## src/rtl/modp_inv_arb.sv

```systemverilog
// modp_inv_arb
// Round-robin arbiter and sequencer sharing one modular-inversion engine
// (inverse mod p = 2^255 - 19) between NREQ requesters.
//
// The engine has no completion flag, so after launching it with a one-cycle
// eng_en pulse the arbiter counts a fixed INV_LATENCY. It then captures
// eng_result and returns it with a one-cycle done pulse to the requester
// that was granted. A zero operand has no inverse: it is answered directly
// with result = 0, and the engine is not started.
//
// Ports
//   clk        in   clock, rising edge
//   rst_n      in   synchronous active-low reset (also resets the engine)
//   req        in   [NREQ]    level request per requester
//   x_in       in   [NREQ*N]  operands, requester i at [i*N +: N]
//   gnt        out  [NREQ]    one-hot pulse: operand accepted
//   done       out  [NREQ]    one-hot pulse: result valid for that requester
//   result     out  [N]       inverse, held until the next capture
//   busy       out            high while an engine operation is in flight
//   eng_en     out            engine start pulse
//   eng_x      out  [N]       engine operand (registered)
//   eng_result in   [N]       engine output
module modp_inv_arb #(
   parameter int N           = 255,
   parameter int NREQ        = 2,
   parameter int INV_LATENCY = 65536
) (
   input  logic              clk,
   input  logic              rst_n,
   input  logic [NREQ-1:0]   req,
   input  logic [NREQ*N-1:0] x_in,
   output logic [NREQ-1:0]   gnt,
   output logic [NREQ-1:0]   done,
   output logic [N-1:0]      result,
   output logic              busy,
   output logic              eng_en,
   output logic [N-1:0]      eng_x,
   input  logic [N-1:0]      eng_result
);

   localparam int IW  = $clog2(NREQ);
   localparam int IW1 = IW + 1;
   localparam int CW  = $clog2(INV_LATENCY + 1);

   typedef enum logic [0:0] {IDLE, WAIT} state_t;

   state_t          state;
   logic [IW-1:0]   last;     // most recently granted requester
   logic [IW-1:0]   w;        // requester owning the in-flight operation
   logic [CW-1:0]   cnt;      // cycles since the eng_en cycle

   // Round-robin pick: first set request after 'last', wrapping modulo NREQ.
   logic            any_req;
   logic [IW-1:0]   win;
   logic [IW1-1:0]  cand;
   logic [N-1:0]    win_x;
   logic [NREQ-1:0] win_onehot;
   logic [NREQ-1:0] w_onehot;

   always_comb begin
      any_req = 1'b0;
      win     = '0;
      cand    = '0;
      for (int off = 1; off <= NREQ; off++) begin
         cand = {1'b0, last} + IW1'(off);
         if (cand >= IW1'(NREQ))
            cand = cand - IW1'(NREQ);
         if (!any_req && req[cand[IW-1:0]]) begin
            any_req = 1'b1;
            win     = cand[IW-1:0];
         end
      end
   end

   assign win_x      = x_in[int'(win)*N +: N];
   assign win_onehot = NREQ'(1) << win;
   assign w_onehot   = NREQ'(1) << w;

   always_ff @(posedge clk) begin
      if (!rst_n) begin
         state  <= IDLE;
         last   <= IW'(NREQ - 1);
         w      <= '0;
         cnt    <= '0;
         gnt    <= '0;
         done   <= '0;
         result <= '0;
         busy   <= 1'b0;
         eng_en <= 1'b0;
         eng_x  <= '0;
      end else begin
         // Pulses default low; each is raised for exactly one cycle below.
         gnt    <= '0;
         done   <= '0;
         eng_en <= 1'b0;
         case (state)
            IDLE: begin
               if (any_req) begin
                  gnt  <= win_onehot;
                  last <= win;
                  w    <= win;
                  if (win_x == '0) begin
                     // Zero has no inverse: answer at once, engine untouched.
                     result <= '0;
                     done   <= win_onehot;
                  end else begin
                     eng_x  <= win_x;
                     eng_en <= 1'b1;
                     cnt    <= '0;
                     busy   <= 1'b1;
                     state  <= WAIT;
                  end
               end
            end
            WAIT: begin
               // cnt is 0 in the eng_en cycle, so the engine output is valid
               // in the cycle where cnt reaches INV_LATENCY.
               if (cnt == CW'(INV_LATENCY)) begin
                  result <= eng_result;
                  done   <= w_onehot;
                  busy   <= 1'b0;
                  state  <= IDLE;
               end else begin
                  cnt <= cnt + 1'b1;
               end
            end
            default: state <= IDLE;
         endcase
      end
   end

endmodule

```

## config.mk

```make
export PLATFORM = sky130hd
export DESIGN_NAME = modp_inv_arb
export DESIGN_NICKNAME = d
export VERILOG_FILES = /design/src/rtl/modp_inv_arb.sv
export SDC_FILE = /design/constraint.sdc
export NUM_CORES = 1
export LEC_CHECK = 0
export CELL_PAD_IN_SITES_DETAIL_PLACEMENT = 0
export CELL_PAD_IN_SITES_GLOBAL_PLACEMENT = 1
export CORE_AREA = 2 2 493 495
export CTS_CLUSTER_SIZE = 10
export DETAILED_ROUTE_END_ITERATION = 6
export DIE_AREA = 0 0 495 497
export GPL_TIMING_DRIVEN = 0
export HOLD_SLACK_MARGIN = 0.06
export PLACE_DENSITY_LB_ADDON = 0.1
export SETUP_SLACK_MARGIN = 0.5
export SLEW_MARGIN = 30
export SYNTH_ARGS = -nofsm -noshare
export SYNTH_HDL_FRONTEND = slang
export SYNTH_SLANG_ARGS = --single-unit
```

## constraint.sdc

```tcl
create_clock -name clk -period 2.4 [get_ports clk]
set_input_delay 0.24 -clock clk [delete_from_list [all_inputs] [get_ports clk]]
set_output_delay 0.24 -clock clk [all_outputs]
set_load 0.005 [all_outputs]
```

# Yosys cells after proc, flatten, opt, wreduce, memory -nomap -nowiden
# Cells that the tools add are included.
# Widths: inputs -> output; s select.
[classes] n_mux=30 add_sub_neg=5 bitwise=4 n_shift=3 n_lt_le_gt_ge=4 reduce_logical=10 n_eq_ne=6 n_mul=1
[ops] cell="$mux 255" count=3
[ops] cell="$pmux 255 s2" count=1
[ops] cell="$shiftx 510x10->255" count=1
[ops] cell="$logic_not 255->1" count=1
[ops] cell="$mux 17" count=3
[ops] cell="$pmux 17 s2" count=1
[ops] cell="$add 17x1->17 const B" count=1
[ops] cell="$eq 17x17->1 const B" count=1
[ops] cell="$mux 1" count=16
[ops] cell="$reduce_and 3->1" count=4
[ops] cell="$mul 1x8->9 const B" count=1
[ops] cell="$ne 2x2->1 const B" count=4
[ops] cell="$mux 2" count=3
[ops] cell="$ge 2x2->1 const B" count=2
[ops] cell="$lt 1x2->1 const B" count=2
[ops] cell="$not 1->1" count=4
[ops] cell="$pmux 1 s2" count=2
[ops] cell="$pmux 2 s2" count=1
[ops] cell="$shl 1x1->2 const A" count=2
[ops] cell="$reduce_or 3->1" count=1
[ops] cell="$add 1x1->2 const B" count=1
[ops] cell="$add 1x2->2 const B" count=1
[ops] cell="$ne 2x1->1 const B" count=1
[ops] cell="$reduce_and 2->1" count=1
[ops] cell="other kinds (4)" count=5
[word_totals] regBits=536 output_inout_bits=516

# Longest topological paths before layout
# Gate-level depths: netlist of run 1.
[logic_depth] ltp_word=15 ltp_mapped=11

# Worst setup path before layout of run 1
# No wires, ideal clock.
[synth_path] path_kind="register -> register" startpoint="register last" endpoint="register result[0]" path_stages_with_launch=11 required_ps=2283 arrival_ps=1891 slack_ps=392 cell_sequence="dfxtp_1 > a21bo_1 > buf_4 > nand4_1 > nor4_1 > o22a_1 > buf_4 > nand4_1 > clkbuf_1 > buf_2 > a32o_1"
[synth_between] elab_chain_len=14 elab_cells_between_ends=24
[synth_lines] element="start, declared" line_no="48" text="logic [IW-1:0] last;"
[synth_lines] element="start signal, assigned" line_no="82" text="last <= IW'(NREQ - 1);"
[synth_lines] element="start signal, assigned" line_no="100" text="last <= win;"
[synth_lines] element="$add 1x1->2" line_no="65" text="cand = {1'b0, last} + IW1'(off);"
[synth_lines] element="$ge 2x2->1 / $sub 1x1->1 (equally long branches)" line_no="66, 67"
[synth_lines] element="$mux 1" line_no="66" text="if (cand >= IW1'(NREQ))"
[synth_lines] element="$mux 1 (not written as such) (2 in series)" line_no="68" text="if (!any_req && req[cand[IW-1:0]]) begin"
[synth_lines] element="$mux 1" line_no="68"
[synth_lines] element="$logic_not 1->1" line_no="68"
[synth_lines] element="$logic_and 1x1->1" line_no="68"
[synth_lines] element="$mux 1" line_no="68"
[synth_lines] element="$mul 1x8->9" line_no="75" text="assign win_x = x_in[int'(win)*N +: N];"
[synth_lines] element="$shiftx 510x10->255" line_no="75"
[synth_lines] element="$logic_not 255->1" line_no="102" text="if (win_x == '0) begin"
[synth_lines] element="$ne 2x2->1 (no line)"
[synth_lines] element="$reduce_and 3->1 (no line) *"
[synth_lines] element="end signal, assigned" line_no="119" text="result <= eng_result;"
[synth_lines] element="end, declared" line_no="34" text="output logic [N-1:0] result,"
# Every way passes the cells marked *; elsewhere a longest branch is shown, timed or not. The select of a mux whose other input is x is not followed.
# A chain may end at the register's enable or synchronous reset.

# Final worst setup path of run 1
[layout_path] startpoint="input x_in[267]" endpoint="register result[115]"
[layout_between] elab_chain_len=4
[layout_lines] element="start, declared" line_no="31" text="input logic [NREQ*N-1:0] x_in,"
[layout_lines] element="$shiftx 510x10->255" line_no="75"
[layout_lines] element="$logic_not 255->1" line_no="102"
[layout_lines] element="$ne 2x2->1 (no line)"
[layout_lines] element="$reduce_and 3->1 (no line)"
# Every way passes these cells.

==> results.toml, run 1 <==
[yosys]
synth_seq_area_share_pct = 42.2
yosys-top-cells-area = "dfxtp_1, nand2_1, a32o_1"
synth.mux.area_fraction_pct = 0.0442
synthCells = 2925
synth-xor-area-share_pct = 0.551
synth_compound_area_share_pct = 30.8
syn-num-nets = 3696
synthArstFlopShare_pct = 0
synth.avg_cell_area_um2 = 8.70
synth_top_cell_area_share_pct = 42.2
ys.flop_type = "dfxtp_1"
ys_ff_latch = 536
synth_warnings = 0
synth_top_family_by_area = "compound AO/OA/AOI/OAI gates"
synth_edf_count = 0
yosysTopAreaCell = "dfxtp_1"
post_synth_instance_area_um2 = 25500
synth_fa_ha_area_share_pct = 0.0983
synth_simple_gate_area_share_pct = 16.8
synth.distinct_cells = 36

[sta]
finalHoldViolCount = 0
hold_slack_ps = 133
post-route-min-period_ps = 3020
tightest_slew_ps = 972
rsz0062_at_grt = "true"
clock_skew_ps = 66.7
min_period_over_period_pct = 126
fmax_mhz = 332
setup_ws_ps = -616
finalSetupViolCount = 532
relSlewSlack_pct = 35.2
drv_slew = 0

[place]
dp_hpwl_mm = 219
dp.cells = 7407
pre_cts_ws_ps = -2570
place_congestion = 0.847
io_buffer_count = 1283
place_area_um2 = 43000

[worst_setup_path]
critPathKind = "primary input to register"
worst_setup_path_start_kind = "primary input"
crit_fanout = 10
r2r_cells = 12
crit_required_ps = 3020
timing.rr.start = "last"
cp_data_arrival_time_ps = 3640
startpoint = "x_in[267]"
cp-end-kind = "register"

[final_layout]
layout.cells.non_filler = 7886
ff_latch_area_um2 = 10700
fin_area_um2 = 50700
drive_gt1_share_pct = 15.1
area_growth_pct = 99.0
nNetsFinal = 5356
finish.utilization_pct = 21.1
fillCellCount = 26600
multi_input_area_um2 = 13100

[flow_run]
cap_violations = 0

[global_route]
antenna_found_initial = 112
globalRoute.totalOverflow = 0
grt_usage_pct = 20.3
grt_pass1_vias = 32600
grtUsageMet2_pct = 37.5
grt_busiest_layer = "met2"
gr-usage-met1_pct = 22.0
grt_max_degree = 15
grt_pass1_wl_mm = 332
met3_usage_pct = 5.78

[run_status]
violations = "setup timing"
status = "finished with violations"

[clock_network]
cts_tree = "done"
clock_latency_ps = 750
cts_inserted_buffers = 80
clock-sinks = 536
path_clk_slew_ps = 60
htreeDepth = 3
cts.path.max_buffers = 3
ctsRootBufferMaster = "clkbuf_16"

[worst_hold_path]
hp-start = "eng_result[57]"
min_path_cells = 2
hold_path.class = "primary input to register"

[routing]
ant_nets = 0
detail_route.wl_per_cell_um = 33.2
first_pass_iters = 5
num_vias = 31300
drc_errors = 0
drt-vias-per-instance = 3.97
routed_wl_mm = 262
drtIter0Drc = 2019

[floorplanning]
rows = 180
die_w_um = 495
coreArea_um2 = 240000
start_util_pct = 10.6
dieArea_um2 = 246000
ioPinCount = 1285
die_h_um = 497

[power_and_ir_drop]
vdd_ir_drop_max_mv = 0.550
power_density_nw_per_um2 = 586
p_leak_uw = 0.0181
==> per-stage QoR <==
| step | TNS (ps) | power [uW] |
|---|---|---|
| floorplan | 0 | 11900 |
| global placement | -2377730 | 16300 |
| detailed placement | -1223640 | 16400 |
| CTS | -315510 | 30200 |
| global route | -292210 | 31000 |
| finish | -288150 | 29700 |
==> final cells by class <==
class	count	share of cell area, %
tap	3185	7.87
buffer	320	5.08
multi-input combinational	1809	25.8
sequential	536	21.2
antenna	54	0.267
clock buffer	122	4.64
clock inverter	22	0.783
inverter	260	1.93
timing repair buffer	1578	32.5
==> logic make-up (layout without fill, tap and decap cells) <==
group	Yosys count	in the layout
simple gates	1006	1006
compound gates	784	784
buf+inv	580	2302
flops	536	536
xor+xnor	16	16
fa+ha+maj	2	2
mux	1	1
other cells	0	54
==> sequential cells by signal, indices dropped and copies added (netlist names) <==
register  cells
w             1
result      255
last          1
done          2
busy          1
state         1
cnt          17
gnt           2
eng_x       255
eng_en        1
==> report_power, final <==
| group | switching (uW) | leakage (uW) | internal [uW] |
|---|---|---|---|
| Clock | 5480 | 0.00133 | 7370 |
| Combinational | 3810 | 0.0124 | 3380 |
| Sequential | 279 | 0.00438 | 9370 |
| Total | 9570 | 0.0181 | 20100 |
==> final timing paths <==
check,endpoint,slack [ps]
setup / recovery,result[115],-620
hold reg to reg,eng_x[254],460
hold / removal,result[57],130
setup reg to reg,result[115],-500
==> Yosys cell counts (23+ instances only) <==
cell type    n
a311oi_1   255
nand2_1    778
nor4_1     134
nor3_1      23
a211oi_2   200
inv_1      259
buf_2       38
dfxtp_1    536
nand4_1     40
clkbuf_1   240
a32o_1     255
buf_6       24
a211oi_1    56
==> repair_timing <==
action	in CTS	in global routing
resized for setup	243	154
setup endpoints to repair	1009	1000
hold endpoints to repair	226	0
setup buffers	11	4
pin swaps	44	118
cloned	12	31
hold buffers	223	0
==> layer usage <==
layer,up-vias,routed length (um)
met5,-,319
met4,52,8620
met3,309,18100
met2,1313,136000
met1,15400,99000
li1,14300,-
==> layout by cell type (no fill, tap or decap), types with 53 or more instances in the layout <==
| cell | instances |
|---|---|
| clkbuf_2 | 84 |
| buf_12 | 53 |
| dlygate4sd3_1 | 223 |
| nor4_1 | 77 |
| clkbuf_16 | 114 |
| clkbuf_1 | 138 |
| a311oi_1 | 249 |
| nand2_1 | 778 |
| diode_2 | 54 |
| dfxtp_1 | 535 |
| a32o_1 | 255 |
| inv_1 | 259 |
| clkdlybuf4s50_1 | 1274 |
| a211oi_2 | 229 |
==> critical path: stages <==
cell and delay [ps]:
clkdlybuf4s50_1 730, nor4_4 400, nand4_1 460, nor4_1 410, o22a_1 250, buf_12 160, nand4_1 160, buf_12 200
clkbuf_16 180, buf_12 150, a32o_1 250
Power figures use the tool's default switching activity.
==> inputs of run 2 (changes only) <==
--- a/config.mk
+++ b/config.mk
@@ -5,12 +5,13 @@
 export SDC_FILE = /design/constraint.sdc
 export NUM_CORES = 1
 export LEC_CHECK = 0
+export ABC_AREA = 1
 export CELL_PAD_IN_SITES_DETAIL_PLACEMENT = 0
 export CELL_PAD_IN_SITES_GLOBAL_PLACEMENT = 1
-export CORE_AREA = 2 2 493 495
+export CORE_AREA = 2 2 503 505
 export CTS_CLUSTER_SIZE = 10
 export DETAILED_ROUTE_END_ITERATION = 6
-export DIE_AREA = 0 0 495 497
+export DIE_AREA = 0 0 505 507
 export GPL_TIMING_DRIVEN = 0
 export HOLD_SLACK_MARGIN = 0.06
 export PLACE_DENSITY_LB_ADDON = 0.1
==> run 2 against run 1 <==
- register-to-register slack worse by 500 ps
- routed wire length is 1.3% higher
- critical path depth is 10 higher
- critical endpoint is now result[232]
- worst setup slack worse by 380 ps
- clock skew hardly changed
- clock power is 6% higher
- sequential cell count stayed put
- synthesized area is 6.7% lower
- first-iteration DRC count is 18% lower
- hold slack better by 34 ps
- highest routed layer unchanged
- the run still ends with setup timing left
- global-route usage is 0.64 points lower
- die area is 4.1% higher
==> results.toml, run 2 <==
[power_and_ir_drop]
power_density_nw_per_um2 = 593
power_uw = 30800
vdd_ir_drop_max_mv = 0.480
p_leak_uw = 0.0192

[final_layout]
fillCellCount = 28200
nNetsFinal = 6036
multi_input_area_um2 = 13400
most-common-layout-cells = "clkdlybuf4s50_1, nand2_1, nor2_1, dfxtp_1, nand3_1"
final_common_cell = "clkdlybuf4s50_1"
area_growth_pct = 119
largestRegisters = "eng_x x255, result x255, cnt x17"
finish.utilization_pct = 20.8
ff_latch_area_um2 = 10700
drive_gt1_share_pct = 15.8

[global_route]
globalRoute.totalOverflow = 0
grt_pass1_wl_mm = 334
grt_max_degree = 15
grt_usage_pct = 19.6
grt_pass1_vias = 32600
antenna_found_initial = 155

[sta]
rsz0062_at_grt = "true"
finalSetupViolCount = 532
setup_ws_ps = -996
min_period_over_period_pct = 141
tightest_slew_ps = 1040
clock_skew_ps = 66.5
finalHoldViolCount = 0
relSlewSlack_pct = 30.5
fmax_mhz = 294
post-route-min-period_ps = 3400
hold_slack_ps = 167
drv_slew = 0

[worst_setup_path]
cp-end-kind = "register"
critPathKind = "register to register"
cp_data_arrival_time_ps = 3940
r2r_slack_ps = -1000
crit_fanout = 8
timing.rr.start = "last"
worst_setup_path_start_kind = "register"
crit_required_ps = 2950
rr_endpoint = "result[232]"
r2r_cells = 21

[place]
io_buffer_count = 1282
place_congestion = 0.814
dp_hpwl_mm = 212

[clock_network]
htreeDepth = 3
cts_tree = "done"
cts_inserted_buffers = 86
path_clk_slew_ps = 60
ctsRootBufferMaster = "clkbuf_16"
clock-sinks = 536
cts.path.max_buffers = 3
clock_latency_ps = 740

[yosys]
synth.most_common_cell = "nand2_1"
syn-num-nets = 4303
synth.avg_cell_area_um2 = 6.73
ys.flop_type = "dfxtp_1"
synth_seq_area_share_pct = 45.2
synth_warnings = 0
synth.distinct_cells = 28
yosys-top-cells-area = "dfxtp_1, nand2_1, nor2_1"
synth_edf_count = 0
synthArstFlopShare_pct = 0
synth_top_cell_area_share_pct = 45.2
synthCells = 3532
post_synth_instance_area_um2 = 23800
yosysTopAreaCell = "dfxtp_1"
synthTopCellsByCount = "nand2_1, nor2_1, dfxtp_1"
ys_ff_latch = 536

[routing]
drtIter0Drc = 1646
drc_errors = 0
num_vias = 32300
detail_route.wl_per_cell_um = 30.4
routed_wl_mm = 265
drt-vias-per-instance = 3.70
first_pass_iters = 7
ant_nets = 0

[worst_hold_path]
min_path_cells = 3
hp-start = "eng_result[42]"
min_to = "result[42]"
hold_path.class = "primary input to register"

[flow_run]
cap_violations = 0

[run_status]
violations = "setup timing"
status = "finished with violations"

[floorplanning]
rows = 184
dieArea_um2 = 256000
die_h_um = 507
ioPinCount = 1285
start_util_pct = 9.48
coreArea_um2 = 250000
die_w_um = 505
-- run 2: logic make-up (layout without fill, tap and decap cells) --
group / Yosys count / count (layout) / synth area share [%]
other: 0 / 44 / 0
buffers and inverters: 327 / 2127 / 6.58
AO/OA/AOI/OAI: 551 / 551 / 11.6
adder cells (fa/ha/maj): 2 / 2 / 0.105
XOR/XNOR: 5 / 5 / 0.184
flip-flops: 536 / 536 / 45.2
AND/OR/NAND/NOR: 2111 / 2111 / 36.3
-- run 2: cell type report --
type / instances / area share, %
clock buffer: 131 / 4.95
multi-input combinational: 2669 / 25.7
tap: 3348 / 8.06
sequential: 536 / 20.7
timing repair buffer: 1645 / 33.7
buffer: 283 / 5.55
inverter: 44 / 0.337
clock inverter: 24 / 0.763
antenna: 44 / 0.212
-- run 2: worst max path at each step --
| stage | from | endpoint | slack (ps) | cells past startpoint |
|---|---|---|---|---|
| 6_report | last | result[232] | -1000 | 21 |
| 4_1_cts | last | result[233] | -1010 | 21 |
| 2_1_floorplan | last | eng_x[11] | 120 | 21 |
| 3_5_place_dp | req[0] | eng_x[252] | -3120 | 21 |
| 3_3_place_gp | req[0] | eng_x[251] | -3750 | 18 |
| 5_1_grt | last | result[237] | -1110 | 21 |
-- run 2: metrics by stage --
| stage | setup slack (ps) | TNS (ps) | std cells | cell area (um^2) |
|---|---|---|---|---|
| final | -996 | -479850 | 8724 | 52000 |
| after CTS | -1010 | -495500 | 8639 | 49100 |
| after floorplan | 118 | 0 | 3532 | 23900 |
| after global placement | -3750 | -1814370 | 8162 | 40900 |
| after global routing | -1110 | -550790 | 8702 | 51900 |
| after detailed placement | -3120 | -1476460 | 8179 | 41400 |
-- run 2: per-layer routing --
layer  global-route usage [%]  up-vias  share of wire, %
met3                     5.67      388               6.7
li1                         -    15100                 -
met5                        0        -              0.16
met1                     21.0    15400                38
met4                     4.74       68               2.8
met2                     37.3     1277                53
-- run 2: power by group --
| group | internal [uW] | total, uW | leakage, uW | switching, uW |
|---|---|---|---|---|
| Sequential | 9370 | 9630 | 0.00438 | 260 |
| Clock | 7980 | 13600 | 0.00144 | 5600 |
| Combinational | 3600 | 7600 | 0.0134 | 3990 |
-- run 2: critical path, cell delays in order (launching register included) --
cell and delay [ps]:
dfxtp_4 360, nand2_8 130, nand2_8 90, buf_12 160
buf_16 170, buf_16 180, nand2_2 100, nand2_4 90
nor2_4 130, nand2_1 90, nor2_2 100, nand2_2 110
nor2_4 220, nand2_2 110, nor2_4 180, buf_12 130
nand3_4 120, buf_12 200, buf_16 160, clkbuf_16 170
nand3_2 50, a21oi_1 70
-- run 2: timing repair --
item | 4_1_cts | 5_1_grt
hold buffers | 252 | 0
pin swaps | 42 | 118
gates resized for setup | 410 | 464
endpoints found under the setup margin | 1024 | 1009
cloned | 17 | 29
endpoints found under the hold margin | 252 | 0
buffers inserted | 36 | 12
==> inputs of run 3 (changes only) <==
--- a/config.mk
+++ b/config.mk
@@ -16,6 +16,7 @@
 export HOLD_SLACK_MARGIN = 0.06
 export PLACE_DENSITY_LB_ADDON = 0.1
 export SETUP_SLACK_MARGIN = 0.5
+export SKIP_LAST_GASP = 1
 export SLEW_MARGIN = 30
 export SYNTH_ARGS = -nofsm -noshare
 export SYNTH_HDL_FRONTEND = slang
==> run 3 against run 2 <==
- the flow still finishes with violations (setup timing)
- clock power is essentially flat
- maximum frequency up 0.35%
- routed wire length hardly changed
- final area decreased by 0.59%
- non-clock buffer count up 2
- clock skew increased by 1.0 ps
- first-iteration DRC count is 1.2% lower
- total power increased by 0.22%
- cell count about the same
- via count shrank 0.14%
- core utilization decreased by 0.12 points
==> results.toml, run 3 (same netlist as run 2, synthesis figures left out) <==
[worst_setup_path]
crit_fanout = 8
crit_slowest_cell = "dfxtp_4"
worst_setup_path_start_kind = "register"
crit_chain = "nand2_8 -> nand2_8 -> buf_12 -> buf_16 -> buf_12 -> buf_16 -> nand2_1 -> nand2_2 -> nor2_2 -> nand2_1 -> nor2_1 -> nand2_2 -> nor2_4 -> nand2_4 -> nor2_4 -> buf_12 -> nand3_4 -> buf_12 -> buf_16 -> clkbuf_16 -> nand3_2 -> a21oi_1"
max_stage_delay_ps = 360
cp_data_arrival_time_ps = 3930
cp-end-kind = "register"
crit_required_ps = 2950
path_buf_inv = 8
critPathTopFamily = "simple AND/OR/NAND/NOR gates"
critPathMostFrequentCell = "buf_12"
critPathKind = "register to register"

[floorplanning]
dieArea_um2 = 256000
ioPinCount = 1285
die_h_um = 507
die_w_um = 505
rows = 184
coreArea_um2 = 250000
start_util_pct = 9.48

[place]
dp_hpwl_mm = 212
pre_cts_ws_ps = -3120
place_area_um2 = 41400
io_buffer_count = 1282
place_congestion = 0.814

[final_layout]
nNetsFinal = 6038
most-common-layout-cells = "clkdlybuf4s50_1, nand2_1, nor2_1, dfxtp_1, nand3_1"
area_growth_pct = 118
largestRegisters = "eng_x x255, result x255, cnt x17"
fin_area_um2 = 51700
drive_gt1_share_pct = 14.6
final_common_cell = "clkdlybuf4s50_1"

[clock_network]
cts_inserted_buffers = 86
cts.path.max_buffers = 3
cts_tree = "done"
clock-sinks = 536
clock_latency_ps = 740
path_clk_slew_ps = 60
htreeDepth = 3
ctsRootBufferMaster = "clkbuf_16"

[routing]
wirelength_met1_mm = 99.4
drc_errors = 0
wl_met3_mm = 18.0
num_vias = 32200
drtIter0Drc = 1627
ant_nets = 0
routed_wl_mm = 265
routed-wl-met2_mm = 139
highest_layer = "met5"
detail_route.wl_per_cell_um = 30.3
first_pass_iters = 5
drt-vias-per-instance = 3.69

[run_status]
status = "finished with violations"
violations = "setup timing"

[power_and_ir_drop]
vdd_ir_drop_max_mv = 0.485
power_density_nw_per_um2 = 597
p_leak_uw = 0.0192

[worst_hold_path]
hold_path.class = "primary input to register"

[flow_run]
cap_violations = 0

[global_route]
globalRoute.totalOverflow = 0
antenna_found_initial = 151
grt_pass1_wl_mm = 334
grt_pass1_vias = 32600
grt_max_degree = 15
grt_usage_pct = 19.6

[sta]
relSlewSlack_pct = 32.2
post-route-min-period_ps = 3380
setup_tns_ps = -475440
clock_skew_ps = 67.5
fmax_mhz = 296
min_period_over_period_pct = 141
rsz0062_at_grt = "true"
tightest_slew_ps = 1020
finalHoldViolCount = 0
setup_ws_ps = -984
drv_slew = 0
finalSetupViolCount = 532
## run 3: cell count changes in the layout (fill, tap and decap cells not counted), sizes merged
cell    before  now
diode       44   50
clkbuf     300  299
buf        222  225
## run 3: metrics by stage
stage	util (%)	hold WS, ps	total power [uW]	std cells
6_report	20.6	173	30900	8732
5_1_grt	20.6	138	32100	8703
3_5_place_dp	16.5	471	16200	8179
3_3_place_gp	16.3	465	16100	8162
2_1_floorplan	-	389	11700	3532
4_1_cts	19.6	70.7	31200	8639
## run 3: layer usage
| layer | GRT usage [%] | vias to the layer above |
|---|---|---|
| met1 | 21.1 | 15400 |
| met5 | 0 | - |
| met3 | 5.64 | 380 |
| met4 | 4.62 | 66 |
| met2 | 37.3 | 1269 |
| li1 | - | 15100 |
## run 3: area by class of cell
cell class,instances,area [um^2]
Fill cell,28200,199000
Timing Repair Buffer,1647,17500
Multi-Input combinational cell,2669,13000
Sequential cell,536,10700
Tap cell,3348,4190
Buffer,283,2960
Clock buffer,131,2570
Clock inverter,24,397
Inverter,44,175
Antenna cell,50,125
## run 3: worst paths after layout
| path | end | startpoint | slack (ps) | depth (start not counted) |
|---|---|---|---|---|
| max | result[232] | last | -980 | 22 |
| min | result[232] | eng_result[232] | 170 | 3 |
| max reg2reg | result[232] | last | -980 | 22 |
| min reg2reg | result[80] | result[80] | 470 | 2 |
## run 3: where the power goes
group          internal [uW]  leakage (uW)  switching, uW
Combinational           3640        0.0134           4000
Clock                   7980       0.00144           5620
Sequential              9370       0.00438            264
## run 3: tightest hold or removal path, stage by stage
cell and delay, ps:
clkdlybuf4s50_1 450, nand2_1 90, a21oi_1 50
## run 3: what timing repair did
| item | CTS | global route |
|---|---|---|
| endpoints found under the setup margin | 1024 | 1009 |
| endpoints found under the hold margin | 252 | 0 |
| hold buffers | 252 | 0 |
| resized for setup | 391 | 438 |
| setup buffers | 36 | 15 |
| pin swaps | 42 | 109 |
| gates cloned | 17 | 28 |
